**config.mk**
```make
export PLATFORM = sky130hd
export DESIGN_NAME = coproc_scheduler
export DESIGN_NICKNAME = d
export VERILOG_FILES = /design/src/rtl/coproc_scheduler_pkg.sv /design/src/rtl/coproc_scheduler_rr_arbiter.sv /design/src/rtl/coproc_scheduler.sv
export SDC_FILE = /design/constraint.sdc
export NUM_CORES = 1
export LEC_CHECK = 0
export CAP_MARGIN = 20
export CORE_UTILIZATION = 55
export CTS_BUF_LIST = sky130_fd_sc_hd__clkbuf_8
export CTS_CLUSTER_DIAMETER = 40
export DETAILED_ROUTE_END_ITERATION = 12
export PLACE_DENSITY = 0.81
export REMOVE_ABC_BUFFERS = 1
export SLEW_MARGIN = 15
export SYNTH_ARGS = -nofsm -noshare
export SYNTH_HDL_FRONTEND = slang
export SYNTH_SLANG_ARGS = --single-unit
```
**constraint.sdc**
```tcl
create_clock -name clk -period 2.9 [get_ports clk]
set_clock_uncertainty 0.05 [all_clocks]
set_input_delay 0.29 -clock clk [delete_from_list [all_inputs] [get_ports clk]]
set_output_delay 0.29 -clock clk [all_outputs]
set_load 0.02 [all_outputs]
```
**src/rtl/coproc_scheduler_pkg.sv**
```systemverilog
// Shared definitions for the matrix-coprocessor scheduler.
//   CU_OPW        opcode width of the control_unit op_code pins
//   OP_*          control_unit opcodes
//   sched_state_e scheduler FSM states (3-bit encoding)
//   rr_index      (base + offset) wrapped into 0..n-1, for base < n and offset < n
package coproc_scheduler_pkg;

    localparam int CU_OPW = 3;

    localparam logic [CU_OPW-1:0] OP_MAT_ADD   = 3'd0;
    localparam logic [CU_OPW-1:0] OP_MAT_SUB   = 3'd1;
    localparam logic [CU_OPW-1:0] OP_MAT_MUL   = 3'd2;
    localparam logic [CU_OPW-1:0] OP_SCALE     = 3'd3;
    localparam logic [CU_OPW-1:0] OP_TRANSPOSE = 3'd4;
    localparam logic [CU_OPW-1:0] OP_DET       = 3'd5;

    typedef enum logic [2:0] {
        S_IDLE    = 3'd0,
        S_ISSUE   = 3'd1,
        S_WAIT_LO = 3'd2,
        S_WAIT_HI = 3'd3,
        S_RESP    = 3'd4
    } sched_state_e;

    // A single conditional subtraction suffices because both operands are below n.
    function automatic logic [2:0] rr_index(logic [2:0] base, int offset, int n);
        int s;
        s = int'(base) + offset;
        if (s >= n) s = s - n;
        return 3'(s);
    endfunction

endpackage

```
**src/rtl/coproc_scheduler_rr_arbiter.sv**
```systemverilog
// Combinational round-robin arbiter.
//   req        request vector
//   ptr        highest-priority index this round (must be < NREQ)
//   grant      one-hot winner, all-zero when no request is set
//   grant_idx  index of the winner, 0 when no request is set
module rr_arbiter
    import coproc_scheduler_pkg::*;
#(
    parameter int NREQ = 2
) (
    input  logic [NREQ-1:0] req,
    input  logic [2:0]      ptr,
    output logic [NREQ-1:0] grant,
    output logic [2:0]      grant_idx
);

    always_comb begin
        grant     = '0;
        grant_idx = '0;
        // Scan from ptr upward with wrap; the first set bit wins.
        for (int k = 0; k < NREQ; k++) begin
            if (grant == '0 && |(req & (NREQ'(1) << rr_index(ptr, k, NREQ)))) begin
                grant     = NREQ'(1) << rr_index(ptr, k, NREQ);
                grant_idx = rr_index(ptr, k, NREQ);
            end
        end
    end

endmodule

```
**src/rtl/coproc_scheduler.sv**
```systemverilog
// Round-robin scheduler sharing one matrix-coprocessor control unit among NREQ requesters.
// Latches the winner's opcode, pulses cu_start, follows the cu_ready busy/done handshake
// and returns a one-cycle ack with overflow/timeout status to the granted requester.
//   clk, rst      clock; asynchronous active-low reset
//   req, req_op   level requests and per-requester opcodes (slice i = [i*OPW +: OPW])
//   ack           one-cycle completion pulse to the granted requester
//   rsp_ovf/tmo   status, valid only with ack
//   grant_id      current/last granted requester
//   busy          high from grant until ack, inclusive
//   cu_start/op   start pulse and held opcode to control_unit
//   cu_ready      control_unit ready (high = idle/done, low = computing)
//   cu_overflow   control_unit overflow flag, sampled when ready returns high
module coproc_scheduler
    import coproc_scheduler_pkg::*;
#(
    parameter int NREQ    = 2,
    parameter int OPW     = CU_OPW,
    parameter int TIMEOUT = 4096
) (
    input  logic                clk,
    input  logic                rst,
    input  logic [NREQ-1:0]     req,
    input  logic [NREQ*OPW-1:0] req_op,
    output logic [NREQ-1:0]     ack,
    output logic                rsp_ovf,
    output logic                rsp_tmo,
    output logic [2:0]          grant_id,
    output logic                busy,
    output logic                cu_start,
    output logic [OPW-1:0]      cu_op,
    input  logic                cu_ready,
    input  logic                cu_overflow
);

    localparam int                CNT_W    = $clog2(TIMEOUT);
    localparam logic [CNT_W-1:0]  CNT_LAST = CNT_W'(TIMEOUT - 1);

    sched_state_e     state_q, state_d;
    logic [2:0]       ptr_q, ptr_d;
    logic [CNT_W-1:0] cnt_q, cnt_d;
    logic [2:0]       grant_id_q, grant_id_d;
    logic [OPW-1:0]   cu_op_q, cu_op_d;
    logic             busy_q, busy_d;
    logic             cu_start_q, cu_start_d;
    logic [NREQ-1:0]  ack_q, ack_d;
    logic             rsp_ovf_q, rsp_ovf_d;
    logic             rsp_tmo_q, rsp_tmo_d;

    logic [NREQ-1:0]  arb_grant;
    logic [2:0]       arb_idx;
    logic [NREQ-1:0]  ack_onehot;

    rr_arbiter #(.NREQ(NREQ)) u_arb (
        .req       (req),
        .ptr       (ptr_q),
        .grant     (arb_grant),
        .grant_idx (arb_idx)
    );

    assign ack_onehot = NREQ'(1) << grant_id_q;

    always_comb begin
        // NOTE: every signal gets a default before the case so no path can infer a latch.
        state_d    = state_q;
        ptr_d      = ptr_q;
        cnt_d      = cnt_q;
        grant_id_d = grant_id_q;
        cu_op_d    = cu_op_q;
        busy_d     = busy_q;
        cu_start_d = 1'b0;
        ack_d      = '0;
        rsp_ovf_d  = 1'b0;
        rsp_tmo_d  = 1'b0;

        unique case (state_q)
            S_IDLE: begin
                // A CU still computing (e.g. left over from a reset) blocks new issues.
                if (|arb_grant && cu_ready) begin
                    grant_id_d = arb_idx;
                    for (int i = 0; i < NREQ; i++) begin
                        if (arb_grant[i]) cu_op_d = req_op[i*OPW +: OPW];
                    end
                    busy_d     = 1'b1;
                    cu_start_d = 1'b1;
                    state_d    = S_ISSUE;
                end
            end
            S_ISSUE: begin
                cnt_d   = '0;
                state_d = S_WAIT_LO;
            end
            S_WAIT_LO: begin
                if (!cu_ready) begin
                    cnt_d   = '0;
                    state_d = S_WAIT_HI;
                end else if (cnt_q == CNT_LAST) begin
                    ack_d     = ack_onehot;
                    rsp_tmo_d = 1'b1;
                    state_d   = S_RESP;
                end else begin
                    cnt_d = cnt_q + CNT_W'(1);
                end
            end
            S_WAIT_HI: begin
                if (cu_ready) begin
                    ack_d     = ack_onehot;
                    rsp_ovf_d = cu_overflow;
                    state_d   = S_RESP;
                end else if (cnt_q == CNT_LAST) begin
                    ack_d     = ack_onehot;
                    rsp_tmo_d = 1'b1;
                    state_d   = S_RESP;
                end else begin
                    cnt_d = cnt_q + CNT_W'(1);
                end
            end
            S_RESP: begin
                busy_d  = 1'b0;
                ptr_d   = rr_index(grant_id_q, 1, NREQ);
                state_d = S_IDLE;
            end
            default: state_d = S_IDLE;
        endcase
    end

    // NOTE: every flop, outputs included, is reset so a mid-operation reset leaves no stale ack.
    always_ff @(posedge clk or negedge rst) begin
        if (!rst) begin
            state_q    <= S_IDLE;
            ptr_q      <= '0;
            cnt_q      <= '0;
            grant_id_q <= '0;
            cu_op_q    <= '0;
            busy_q     <= 1'b0;
            cu_start_q <= 1'b0;
            ack_q      <= '0;
            rsp_ovf_q  <= 1'b0;
            rsp_tmo_q  <= 1'b0;
        end else begin
            // NOTE: non-blocking updates keep every flop sampling pre-edge values.
            state_q    <= state_d;
            ptr_q      <= ptr_d;
            cnt_q      <= cnt_d;
            grant_id_q <= grant_id_d;
            cu_op_q    <= cu_op_d;
            busy_q     <= busy_d;
            cu_start_q <= cu_start_d;
            ack_q      <= ack_d;
            rsp_ovf_q  <= rsp_ovf_d;
            rsp_tmo_q  <= rsp_tmo_d;
        end
    end

    assign ack      = ack_q;
    assign rsp_ovf  = rsp_ovf_q;
    assign rsp_tmo  = rsp_tmo_q;
    assign grant_id = grant_id_q;
    assign busy     = busy_q;
    assign cu_start = cu_start_q;
    assign cu_op    = cu_op_q;

endmodule

```
==> impl_metrics.csv <==
group,metric,value,unit
status,outcome,"finished clean",
global_routing,top_usage_layer,"met2",
power_and_ir_drop,p_int,1.100,mW
timing,fmax,396.8,MHz
finish,nNetsFinal,217,
place,dp_cells,221,
setup_path,crit_path_start,"ptr_q[0]",
timing,finalCritPeriodShare,0.8689,
floorplan,core_area,2781,um2
floorplan,die_area,3205,um2
detailed_routing,dr.pass1.iters,4,
synth,ys_seq_area_frac,0.4577,
clocking,clkLatencyLatePin,290,ps
setup_path,critPathArrivalTime,2640,ps
synth,yosys.area.top_type,"dfrtp_1",
detailed_routing,drc,0,
power_and_ir_drop,powerDensity,918.8,nW/um2
global_routing,grt_use_total,0.2489,
power_and_ir_drop,peakVddDrop,0.7788,mV
hold_path,min_path_type,"in -> async",
setup_path,worstSetupPathType,"reg -> reg",
detailed_routing,drt_iter0_markers,64,
synth,syn-cell-area,1640,um2
clocking,cts_max_level,2,
synth,avgSynthCellArea,9.822,um2
global_routing,overflow,0,
synth,synthTopCellsByArea,"dfrtp_1 (46%), ha_1 (6.1%), o21ai_0 (4.6%), mux2_2 (4.1%), nand2_1 (3.9%)",
clocking,numClockSinks,30,
power_and_ir_drop,p_clk_frac,0.193,
detailed_routing,viasPerCell,5.882,
global_routing,grt_start_max_net_pins,31,
run,maxCapViolCount,0,
setup_path,crit_required,3020,ps
setup_path,path_max_fanout,7,
global_routing,use_met1,0.3135,
timing,setup_viol,0,
global_routing,grt_use_met2,0.3882,
power_and_ir_drop,comb_power_share,0.458,
timing,finalSetupTns,0,ps
global_routing,grt_pass1_wl,5961,um
floorplan,num_rows,19,
synth,syn_inst,167,
setup_path,r2r-start,"ptr_q[0]",
place,dpl.hpwl,2381,um
global_routing,grt_pass1_vias,1309,
global_routing,antenna_found_initial,0,
finish,drive_above_1_share,0.1010,
synth,async_flop_share,1.000,
setup_path,start_kind,"flip-flop",
place,gp_congestion,0.8687,
finish,fin_cells,229,
setup_path,end_kind,"flip-flop",
finish,area_growth,22.12,%
timing,timing.slew.headroom,0.6298,
timing,tightest_slew,555.3,ps
detailed_routing,wire_per_inst,15.21,um
finish,final_common_cell,"dfrtp_1",
finish,seqCellArea,750.7,um2
timing,rsz0062_at_grt,"false",
floorplan,initial_core_util,0.5897,
detailed_routing,drtAntennaViolNets,0,
clocking,clockRootBuffer,"clkbuf_8",
global_routing,grt_use_met3,0.09447,
synth,synth.distinct_cells,39,
place,portBuffers,23,
timing,whs,322.6,ps
synth,synth_warnings,0,
clocking,tritoncts,"done",
floorplan,ios,24,
floorplan,die_h,56.61,um
clocking,path_clk_slew,70,ps
synth,synth-edff-count,0,
power_and_ir_drop,switching_share,0.4023,
finish,final_cell_mix,"dfrtp_1 (30), clkdlybuf4s50_1 (23), nand2_1 (17), nor2_1 (16), o21ai_0 (15)",
finish,n_fill_cell,202,
power_and_ir_drop,p_switching,740.5,uW
floorplan,die_w,56.61,um
finish,diodes,0,
timing,maxSlewViolCount,0,
power_and_ir_drop,leakagePower,0.9047,nW
clocking,cts_setup_buffers,0,
finish,multi_input_comb_area,850.8,um2
clocking,cts-resized-gates,0,
synth,netlist.area_leader.share,0.4577,
power_and_ir_drop,finalPower,1.841,mW
power_and_ir_drop,power_frac_seq,0.349,
synth,ys_ff_latch,30,
synth,synthFlopType,"dfrtp_1",
detailed_routing,vias,1347,
clocking,numCtsBuffers,5,
clocking,clk_path_buf_depth,2,
clocking,holdBufCountCts,0,
detailed_routing,finalWirelength,3484,um
timing,finalCriticalPeriod,2520,ps
timing,hold_viol,0,
[worst paths after layout]
path / to / slack, ps / cells past startpoint
max in group asynchronous: cu_op[0] / 2190 / 2
min: cnt_q[10] / 320 / 2
min in group clk: busy / 460 / 1
max reg2reg: cu_op[2] / 380 / 7
max: cu_op[2] / 380 / 7
min reg2reg: busy / 460 / 1
[per-stage QoR]
step                      instance area, um2    util  setup WS [ps]
after floorplan                         1635       -          738.5
after global placement                  1912  0.6874          579.8
after detailed placement                1912  0.6874          409.1
after CTS                               2003  0.7202          394.2
after global routing                    2003  0.7202          225.7
final                                   2003  0.7202          380.1
[power by group through the flow]
stage          Combinational [mW]  Sequential (mW)  Clock (mW)
6_report                    0.843            0.643       0.355
4_1_cts                     0.845            0.641       0.358
3_5_place_dp                0.833            0.646           0
2_1_floorplan               0.535            0.683           0
5_1_grt                     0.929            0.660       0.372
3_3_place_gp                0.793            0.636           0
[Yosys cell counts (2+ instances only)]
cell / number
ha_1: 8
mux2_2: 6
dfrtp_1: 30
or2b_1: 2
nor2b_1: 3
nand2_1: 17
nor2_1: 16
o31a_1: 2
xnor2_1: 3
xor2_1: 5
nand2b_1: 3
a21oi_1: 11
mux2i_1: 2
a211oi_1: 2
a21o_1: 2
and3_1: 7
inv_1: 9
nor4_1: 2
nand3_1: 3
o21ai_0: 15
[worst max-delay path: stages, from the launching register on]
cell	delay, ps
dfrtp_1	450
inv_1	100
ha_1	230
nor4b_1	360
o21ai_0	150
a2bb2oi_1	410
mux2_2	380
mux2_2	260
[flip-flops by register name (all words and copies together) (netlist names)]
register,cells
cnt_q,12
cu_op,3
grant_id,3
ptr_q,3
state_q,3
ack,2
busy,1
cu_start,1
rsp_ovf,1
rsp_tmo,1
[layout make-up]
| cell class | instances | area share |
|---|---|---|
| inverter | 9 | 0.01686 |
| multi-input combinational | 127 | 0.4247 |
| sequential | 30 | 0.3748 |
| tap | 31 | 0.01936 |
| clock inverter | 2 | 0.004372 |
| clock buffer | 6 | 0.04122 |
| timing repair buffer | 24 | 0.1187 |
[routing by layer]
metal | vias up | part of all wire
met5 | - | 0
met4 | 0 | 0.015
met3 | 7 | 0.066
met2 | 38 | 0.47
met1 | 655 | 0.45
li1 | 647 | -
[logic make-up after synthesis]
| logic type | Yosys count | share of synthesized area |
|---|---|---|
| adder cells (fa/ha/maj) | 9 | 0.06789 |
| AND/OR/NAND/NOR | 61 | 0.1922 |
| multiplexers | 8 | 0.05339 |
| buffers and inverters | 10 | 0.02364 |
| XOR/XNOR | 8 | 0.04272 |
| AO/OA/AOI/OAI | 41 | 0.1625 |
| flip-flops | 30 | 0.4577 |
Power figures use the tool's default switching activity.
